==> src/rtl/guess_sequencer_if.sv <==
// Signal bundle between the keypad decoder / scoring block side and the guess sequencer.
// key_valid and num_rdy are single-cycle strobes with no ready: every strobe is consumed, nothing back-pressures.
interface guess_sequencer_if;
    logic       key_valid;
    logic [3:0] key_code;
    logic [1:0] a_cnt;
    logic [3:0] num1;
    logic [3:0] num2;
    logic [3:0] num3;
    logic       num_rdy;
    logic       game_clr;
    logic [1:0] digit_cnt;
    logic [3:0] attempts;
    logic       ans_phase;
    logic       win;
    logic       lose;
    logic       err;
    logic [2:0] state_dbg;

    modport master (
        output key_valid, key_code, a_cnt,
        input  num1, num2, num3, num_rdy, game_clr, digit_cnt, attempts,
        input  ans_phase, win, lose, err, state_dbg
    );

    modport slave (
        input  key_valid, key_code, a_cnt,
        output num1, num2, num3, num_rdy, game_clr, digit_cnt, attempts,
        output ans_phase, win, lose, err, state_dbg
    );
endinterface

==> src/rtl/guess_sequencer.sv <==
// Bulls-and-cows game controller: builds 3-digit entries from keys, submits answer then guesses,
// and decides win/lose from the exact-match count returned RESP_LAT cycles after each guess.
module guess_sequencer #(
    parameter int MAX_TRY  = 8,
    parameter int RESP_LAT = 2
) (
    input logic              clk,
    input logic              reset,
    guess_sequencer_if.slave bus
);
    localparam int CW = $clog2(RESP_LAT + 1) + 1;
    localparam logic [3:0] KEY_BS    = 4'hA;
    localparam logic [3:0] KEY_ENTER = 4'hB;
    localparam logic [3:0] KEY_NEW   = 4'hC;

    typedef enum logic [2:0] {ANS_ENTRY, GUESS_ENTRY, WAIT_RESP, WIN, LOSE} state_e;

    state_e          state_q, state_d;
    logic [2:0][3:0] slot_q, slot_d;
    logic [2:0][3:0] num_q, num_d;
    logic [1:0]      digit_cnt_q, digit_cnt_d;
    logic [3:0]      attempts_q, attempts_d;
    logic [CW-1:0]   wait_q, wait_d;
    logic            num_rdy_q, num_rdy_d;
    logic            err_q, err_d;
    logic            game_clr_q, game_clr_d;
    logic            win_q, win_d;
    logic            lose_q, lose_d;
    logic            ans_phase_q, ans_phase_d;
    logic            dup;

    // Only the occupied slots count; stale values left behind by backspace are ignored.
    always_comb begin
        dup = 1'b0;
        for (int i = 0; i < 3; i++) begin
            if (i < int'(digit_cnt_q) && slot_q[i] == bus.key_code) dup = 1'b1;
        end
    end

    always_comb begin
        state_d     = state_q;
        slot_d      = slot_q;
        num_d       = num_q;
        digit_cnt_d = digit_cnt_q;
        attempts_d  = attempts_q;
        wait_d      = wait_q;
        win_d       = win_q;
        lose_d      = lose_q;
        num_rdy_d   = 1'b0;
        err_d       = 1'b0;
        game_clr_d  = 1'b0;

        if (bus.key_valid && bus.key_code == KEY_NEW) begin
            state_d     = ANS_ENTRY;
            slot_d      = '0;
            num_d       = '0;
            digit_cnt_d = 2'd0;
            attempts_d  = 4'd0;
            win_d       = 1'b0;
            lose_d      = 1'b0;
            game_clr_d  = 1'b1;
        end else begin
            case (state_q)
                ANS_ENTRY, GUESS_ENTRY: begin
                    if (bus.key_valid) begin
                        if (bus.key_code <= 4'd9) begin
                            if (digit_cnt_q != 2'd3 && !dup) begin
                                case (digit_cnt_q)
                                    2'd0:    slot_d[0] = bus.key_code;
                                    2'd1:    slot_d[1] = bus.key_code;
                                    default: slot_d[2] = bus.key_code;
                                endcase
                                digit_cnt_d = digit_cnt_q + 2'd1;
                            end else begin
                                err_d = 1'b1;
                            end
                        end else if (bus.key_code == KEY_BS) begin
                            if (digit_cnt_q != 2'd0) digit_cnt_d = digit_cnt_q - 2'd1;
                            else                     err_d = 1'b1;
                        end else if (bus.key_code == KEY_ENTER) begin
                            if (digit_cnt_q == 2'd3) begin
                                num_d       = slot_q;
                                num_rdy_d   = 1'b1;
                                digit_cnt_d = 2'd0;
                                if (state_q == ANS_ENTRY) begin
                                    state_d = GUESS_ENTRY;
                                end else begin
                                    attempts_d = attempts_q + 4'd1;
                                    wait_d     = '0;
                                    state_d    = WAIT_RESP;
                                end
                            end else begin
                                err_d = 1'b1;
                            end
                        end else begin
                            err_d = 1'b1;
                        end
                    end
                end
                WAIT_RESP: begin
                    // wait_q is 0 in the num_rdy cycle, so a_cnt is taken RESP_LAT cycles later.
                    wait_d = wait_q + 1'b1;
                    if (wait_q == CW'(RESP_LAT)) begin
                        if (bus.a_cnt == 2'd3) begin
                            state_d = WIN;
                            win_d   = 1'b1;
                        end else if (attempts_q == 4'(MAX_TRY)) begin
                            state_d = LOSE;
                            lose_d  = 1'b1;
                        end else begin
                            state_d = GUESS_ENTRY;
                        end
                    end
                end
                default: ;
            endcase
        end

        ans_phase_d = (state_d == ANS_ENTRY);
    end

    always_ff @(posedge clk) begin
        if (reset) begin
            state_q     <= ANS_ENTRY;
            slot_q      <= '0;
            num_q       <= '0;
            digit_cnt_q <= 2'd0;
            attempts_q  <= 4'd0;
            wait_q      <= '0;
            num_rdy_q   <= 1'b0;
            err_q       <= 1'b0;
            game_clr_q  <= 1'b0;
            win_q       <= 1'b0;
            lose_q      <= 1'b0;
            ans_phase_q <= 1'b1;
        end else begin
            state_q     <= state_d;
            slot_q      <= slot_d;
            num_q       <= num_d;
            digit_cnt_q <= digit_cnt_d;
            attempts_q  <= attempts_d;
            wait_q      <= wait_d;
            num_rdy_q   <= num_rdy_d;
            err_q       <= err_d;
            game_clr_q  <= game_clr_d;
            win_q       <= win_d;
            lose_q      <= lose_d;
            ans_phase_q <= ans_phase_d;
        end
    end

    assign bus.num1      = num_q[0];
    assign bus.num2      = num_q[1];
    assign bus.num3      = num_q[2];
    assign bus.num_rdy   = num_rdy_q;
    assign bus.game_clr  = game_clr_q;
    assign bus.digit_cnt = digit_cnt_q;
    assign bus.attempts  = attempts_q;
    assign bus.ans_phase = ans_phase_q;
    assign bus.win       = win_q;
    assign bus.lose      = lose_q;
    assign bus.err       = err_q;
    assign bus.state_dbg = state_q;
endmodule

==> src/flat_wrapper.sv <==
// flat-port wrapper written by rule: the top's interface ports become plain ports
module guess_sequencer_flat 
#(
    parameter int MAX_TRY  = 8,
    parameter int RESP_LAT = 2
)
  (clk, reset, bus_key_valid, bus_key_code, bus_a_cnt, bus_num1, bus_num2, bus_num3, bus_num_rdy, bus_game_clr, bus_digit_cnt, bus_attempts, bus_ans_phase, bus_win, bus_lose, bus_err, bus_state_dbg);
  guess_sequencer_if bus_i ();
  input logic clk;
  input logic reset;
  input wire logic [$bits(bus_i.key_valid)-1:0] bus_key_valid;
  input wire logic [$bits(bus_i.key_code)-1:0] bus_key_code;
  input wire logic [$bits(bus_i.a_cnt)-1:0] bus_a_cnt;
  output wire logic [$bits(bus_i.num1)-1:0] bus_num1;
  output wire logic [$bits(bus_i.num2)-1:0] bus_num2;
  output wire logic [$bits(bus_i.num3)-1:0] bus_num3;
  output wire logic [$bits(bus_i.num_rdy)-1:0] bus_num_rdy;
  output wire logic [$bits(bus_i.game_clr)-1:0] bus_game_clr;
  output wire logic [$bits(bus_i.digit_cnt)-1:0] bus_digit_cnt;
  output wire logic [$bits(bus_i.attempts)-1:0] bus_attempts;
  output wire logic [$bits(bus_i.ans_phase)-1:0] bus_ans_phase;
  output wire logic [$bits(bus_i.win)-1:0] bus_win;
  output wire logic [$bits(bus_i.lose)-1:0] bus_lose;
  output wire logic [$bits(bus_i.err)-1:0] bus_err;
  output wire logic [$bits(bus_i.state_dbg)-1:0] bus_state_dbg;
  assign bus_i.key_valid = bus_key_valid;
  assign bus_i.key_code = bus_key_code;
  assign bus_i.a_cnt = bus_a_cnt;
  assign bus_num1 = bus_i.num1;
  assign bus_num2 = bus_i.num2;
  assign bus_num3 = bus_i.num3;
  assign bus_num_rdy = bus_i.num_rdy;
  assign bus_game_clr = bus_i.game_clr;
  assign bus_digit_cnt = bus_i.digit_cnt;
  assign bus_attempts = bus_i.attempts;
  assign bus_ans_phase = bus_i.ans_phase;
  assign bus_win = bus_i.win;
  assign bus_lose = bus_i.lose;
  assign bus_err = bus_i.err;
  assign bus_state_dbg = bus_i.state_dbg;
  guess_sequencer #(.MAX_TRY(MAX_TRY), .RESP_LAT(RESP_LAT)) u_core (.clk(clk), .reset(reset), .bus(bus_i));
endmodule
==> config.mk <==
export PLATFORM = sky130hd
export DESIGN_NAME = guess_sequencer_flat
export DESIGN_NICKNAME = d
export VERILOG_FILES = /design/src/rtl/guess_sequencer_if.sv /design/src/rtl/guess_sequencer.sv /design/src/flat_wrapper.sv
export SDC_FILE = /design/constraint.sdc
export NUM_CORES = 1
export LEC_CHECK = 0
export ABC_AREA = 1
export CAP_MARGIN = 30
export CORE_MARGIN = 2
export CORE_UTILIZATION = 51
export CTS_BUF_LIST = sky130_fd_sc_hd__clkbuf_16
export DETAILED_ROUTE_END_ITERATION = 6
export PLACE_DENSITY = 0.77
export SLEW_MARGIN = 20
export SYNTH_ARGS = -nofsm -noshare
export SYNTH_HDL_FRONTEND = slang
export SYNTH_SLANG_ARGS = --single-unit
==> constraint.sdc <==
create_clock -name clk -period 2.6 [get_ports clk]
set_input_delay 0.39 -clock clk [delete_from_list [all_inputs] [get_ports clk]]
set_output_delay 0.39 -clock clk [all_outputs]
set_load 0.005 [all_outputs]
==> Word level (Yosys, flattened, before mapping) <==
Cells that the tools add are included.
{ "word_totals": {"reg_bits": 42, "input_bits": 9, "output_inout_bits": 27, "wordCells": 117} }
{ "op_classes": {"n_addsub": 4, "n_lt_le_gt_ge": 4, "n_eq_ne": 22, "muxes": 35, "bitwise": 9, "n_reduce_logical": 27} }
{ "ops": {"columns": ["op", "n"], "rows": [
  ["$mux 3", 15],
  ["$eq 4x4->1 const B", 4],
  ["$reduce_and 5->1", 3],
  ["$mux 2", 7],
  ["$eq 4x4->1", 3],
  ["$ne 2x2->1 const B", 6],
  ["$pmux 3 s2", 2],
  ["$reduce_and 6->1", 2],
  ["$mux 1", 11],
  ["$not 1->1", 9],
  ["$reduce_and 8->1", 1],
  ["$reduce_and 7->1", 1],
  ["$reduce_or 7->1", 1],
  ["$eq 3x2->1 const B", 2],
  ["$logic_not 3->1", 2],
  ["$reduce_bool 3->1", 2],
  ["$reduce_or 2->1", 3],
  ["$logic_and 1x1->1", 5],
  ["$add 4x1->4 const B", 1],
  ["$eq 2x2->1 const B", 2],
  ["$le 4x4->1 const B", 1],
  ["$lt 1x2->1 const A", 2],
  ["$ne 2x1->1 const B", 2],
  ["$reduce_and 4->1", 1],
  ["other kinds (12)", 13]
]} }

==> Depth between registers and ports, before layout <==
{ "depth": {"depth_word": 10, "mapped_depth": 13, "depth_no_buf": 12} }

==> Least setup slack after synthesis <==
Ideal clock, no wire load.
{ "synth_path": {"path_kind": "input-to-reg", "start": "input bus_key_code[2]", "end": "register u_core.ans_phase_q, in the netlist u_core.bus.ans_phase", "t_arrival_ps": 1442, "slack_ps": 1045, "path_stages": 12, "path_cell_list": "buf_4 > inv_4 > a21oi_4 > inv_2 > nor3_4 > nand2_2 > nand2_1 > nand3_1 > nand2_1 > inv_1 > nand2_1 > nand2_1"} }
{ "synth_via": {"elab_chain_cells": 8, "word_cells_on_any_way": 12} }
{ "synth_rtl": {"columns": ["element", "line_no", "text"], "rows": [
  ["start: declaration", "flat_wrapper.sv:12", "input wire logic [$bits(bus_i.key_code)-1:0] bus_key_code;"],
  ["$eq 4x4->1", "guess_sequencer.sv:80", "end else if (bus.key_code == KEY_ENTER) begin"],
  ["$mux 3", "guess_sequencer.sv:80", null],
  ["$mux 3", "guess_sequencer.sv:77", "end else if (bus.key_code == KEY_BS) begin"],
  ["$mux 3", "guess_sequencer.sv:66", "if (bus.key_code <= 4'd9) begin"],
  ["$mux 3", "guess_sequencer.sv:65", "if (bus.key_valid) begin"],
  ["$pmux 3 s2", "guess_sequencer.sv:63", "case (state_q)"],
  ["$mux 3 (*)", "guess_sequencer.sv:53", "if (bus.key_valid && bus.key_code == KEY_NEW) begin"],
  ["$logic_not 3->1 (*)", "guess_sequencer.sv:119", "ans_phase_d = (state_d == ANS_ENTRY);"],
  ["end signal: assignment", "guess_sequencer.sv:148", "ans_phase_q <= ans_phase_d;"],
  ["end: declaration", "guess_sequencer.sv:29", "logic ans_phase_q, ans_phase_d;"]
]} }
Every way passes the cells marked *; elsewhere a longest branch is shown, timed or not.
A chain may end at the register's enable or synchronous reset.

==> Final worst setup path <==
{ "layout_path": {"start": "input bus_key_code[2]", "end": "register u_core.attempts_q[3], in the netlist u_core.bus.attempts[3]"} }
{ "layout_via": {"elab_chain_cells": 3, "word_cells_on_any_way": 9} }
{ "layout_rtl": {"columns": ["element", "line_no", "text"], "rows": [
  ["$le 4x4->1 (tied with other cells)", "guess_sequencer.sv:66", null],
  ["$not 1->1 (no source line) / $logic_and 1x1->1 (equally long branches)", null, null],
  ["$reduce_and 7->1 (no source line) / $reduce_or 2->1 (equally long branches)", null, null],
  ["end signal: assignment", "guess_sequencer.sv:141", "attempts_q <= attempts_d;"],
  ["end: declaration", "guess_sequencer.sv:22", "logic [3:0] attempts_q, attempts_d;"]
]} }
Parallel ways exist; a longest one is shown, timed or not.

==> qor_table.md <==
| Item | This run |
|---|---|
| Status | complete, no violations |
| Total global routing overflow | 0 |
| Via count of the first global-routing pass | 1844 |
| Final Net Count | 350 |
| Setup TNS | 0 ns |
| Number of I/O pins | 36 |
| Worst slew margin | 60.7% |
| Share of cell area taken by muxes after synthesis | 0% |
| Port Buffer Count | 35 |
| Final Util | 67.3% |
| Unrepaired setup endpoints after global routing | no |
| Yosys warning total | 0 |
| Routed wire length | 5.03 mm |
| Gp weighted congestion | 0.928 |
| Min Clock Period, post-route | 2.24 ns |
| Clock tree skew after final layout | 0.00897 ns |
| Part of the cycle the worst path needs | 86.2% |
| Post CTS Setup Buffer Count | 0 |
| Tot GR Track Use | 24.3% |
| Startpoint-to-endpoint class of the critical path | in -> reg |
| Count of state elements after synthesis | 42 |
| Number of antenna violations at the first check in global routing | 0 |
| Startpoint Class | primary input |
| Most frequent standard cell in the layout excluding fill and tap cells | nand2_1 |
| Max IR drop VDD | 0.403 mV |
| Area of the placeable core | 3940 um^2 |
| Number of hold violations in the final report | 0 |
| Post-synthesis cell type count | 24 |
| Iteration count of the initial detailed-routing pass | 4 |
| Maximum root-to-sink buffer count | 2 |
| LEAKAGE | 1.15 nW |
| Critical path arrival | 2.41 ns |
| CTS tree | built |
| Share of the synthesized area in compound gates (AO/OA/AOI/OAI) | 17.9% |
| Highest clock rate | 0.446 GHz |
| Total nets after synthesis | 312 |
| X dimension of the die | 67.7 um |
| Number of standard cells after synthesis | 295 |
| HPWL Detailed | 3.57 mm |
| Inserted Clock Buffers | 5 |
| Die Span Y | 67.7 um |
| Post-detailed-route DRC marker count | 0 |
| Transition at the pin with the smallest max-transition slack | 0.585 ns |
| Crit path required time | 2.77 ns |
| Die area | 4590 um^2 |
| Pin count of the biggest net entering global routing | 29 |
| Vias per inst | 5.22 |
| Critical Path Sink Type | flop |
| Average instance area after synthesis | 7.02 um^2 |
| Netlist area before placement | 2070 um^2 |
| Per-cell routed wire length | 13.1 um |
| Main combinational cell family by area after synthesis | simple AND/OR/NAND/NOR gates |
| Via count of the routed design | 2006 |
| Clock latency on the worst-skew pair | 0.28 ns |
| Power Density | 650 nW/um^2 |
| Xor/xnor share of the synthesized area | 0.846% |
| Post-route ant nets | 0 |
| DRC violation total after the first TritonRoute iteration | 158 |
| Hold buffer count at CTS | 0 |
| Root Buffer Master | clkbuf_16 |
| Std cell rows | 23 |
| Cts repair resizes | 0 |
| HP Class | reg -> reg |
| Number of antenna repair diodes | 0 |
| Signed area change from the synthesized netlist to the final layout | 28.2% |
| Adder and majority gate portion of the synthesized area | 4.83% |
| Top library cells by usage in the layout, fill and taps aside | nand2_1 (59), dfxtp_1 (42), inv_1 (37) |
| Post-synthesis sequential area ratio | 40.6% |
| MaxCap Viol Count | 0 |
| Top fanout value on the critical path | 8 |
| Clock transition at path regs | 0.06 ns |
| Setup violation total in the final timing report | 0 |
| H-tree levels | 2 |
| Pins over their slew limit | 0 |
| Sink Count | 42 |
| Simple-gate area share of the yosys netlist | 25.7% |
| Fillers | 326 |
| First-pass GRT wire length | 8.34 mm |
| Proportion of layout cells with a drive suffix above 1 | 7.49% |
| Initial core utilization | 52.5% |
-- sequential cells by signal, summed over array words and instances (netlist names) --
register,cells
u_core.slot_q,12
u_core.bus.attempts,4
u_core.bus.num1,4
u_core.bus.num2,4
u_core.bus.num3,4
u_core.bus.state_dbg,3
u_core.wait_q,3
u_core.bus.digit_cnt,2
u_core.bus.ans_phase,1
u_core.bus.err,1
u_core.bus.game_clr,1
u_core.bus.lose,1
u_core.bus.num_rdy,1
u_core.bus.win,1
-- power by group --
group	internal (mW)	total, mW	switching (mW)
sequential	0.674	0.697	0.0229
combinational	0.0882	0.231	0.143
clock	0.547	0.797	0.250
total	1.31	1.72	0.416
-- synth_stat cells --
cell type | count | area share [%]
nor4_1 | 1 | 0.30
nor2_2 | 1 | 0.30
buf_2 | 3 | 0.72
nand3_1 | 19 | 4.6
ha_1 | 8 | 4.8
nor3_1 | 6 | 1.5
dfxtp_1 | 42 | 41
buf_4 | 3 | 1.1
inv_4 | 1 | 0.30
inv_2 | 4 | 0.72
clkbuf_2 | 2 | 0.48
inv_1 | 37 | 6.7
xor2_1 | 2 | 0.85
a21oi_4 | 1 | 0.79
a211oi_1 | 2 | 0.72
o21ai_0 | 36 | 8.7
nor3_4 | 1 | 0.79
nand2_2 | 2 | 0.60
a21oi_1 | 32 | 7.7
nand2_1 | 59 | 11
nand4_2 | 1 | 0.60
nor2_4 | 1 | 0.54
nor2_1 | 29 | 5.3
or2_2 | 2 | 0.60
-- metrics by stage --
stage | std cells | power (mW) | worst slack (ns) | area, um^2 | hold WS (ns)
2_1_floorplan | 295 | 0.860 | 1.04 | 2070 | 0.455
3_3_place_gp | 376 | 0.933 | 0.147 | 2470 | 0.464
3_5_place_dp | 376 | 0.934 | 0.112 | 2470 | 0.472
4_1_cts | 384 | 1.73 | 0.410 | 2660 | 0.487
5_1_grt | 384 | 1.79 | 0.186 | 2660 | 0.522
6_report | 384 | 1.72 | 0.359 | 2660 | 0.485
-- final cells by class --
type / count / area, um^2 / share of cell area [%]
repair buffers: 39 / 380 / 14.3
flip-flops and latches: 42 / 841 / 31.7
well taps: 50 / 62.6 / 2.36
inverters: 42 / 160 / 6.03
clock buffers: 5 / 125 / 4.71
clock inverters: 3 / 63.8 / 2.40
multi-input cells: 203 / 1020 / 38.5
-- critical path, cell delays in order --
cell and delay [ns]:
clkdlybuf4s50_1 0.73, inv_4 0.10, nand2_1 0.09, inv_2 0.06
nand3_1 0.18, nand2_1 0.08, nor4_1 0.51, or2_2 0.21
a21oi_1 0.05
-- metal layers --
| layer | share of wire, % | global-route usage (%) | wire length [um] | vias to the layer above |
|---|---|---|---|---|
| li1 | - | - | - | 1028 |
| met1 | 46 | 30.8 | 2330 | 900 |
| met2 | 46 | 39.2 | 2310 | 69 |
| met3 | 5.9 | 6.33 | 298 | 9 |
| met4 | 1.8 | 9.44 | 89 | 0 |
| met5 | 0 | 0 | 0 | - |
-- cell families (layout without fill, tap and decap cells) --
logic type               Yosys count  after routing
AND/OR/NAND/NOR                  122            122
AO/OA/AOI/OAI                     71             71
buffers and inverters             50             89
flip-flops                        42             42
adder cells (fa/ha/maj)            8              8
XOR/XNOR                           2              2
-- worst paths after layout --
kind / start / to / slack, ns / depth (start not counted)
worst max register to register: u_core.bus.digit_cnt[1] / u_core.slot_q[6] / 0.76 / 11
worst min-delay path: u_core.bus.win / u_core.bus.win / 0.49 / 2
worst max-delay path: bus_key_code[2] / u_core.bus.attempts[3] / 0.36 / 9
worst min register to register: u_core.bus.win / u_core.bus.win / 0.49 / 2
No activity file was read; power rests on OpenSTA's default activity.
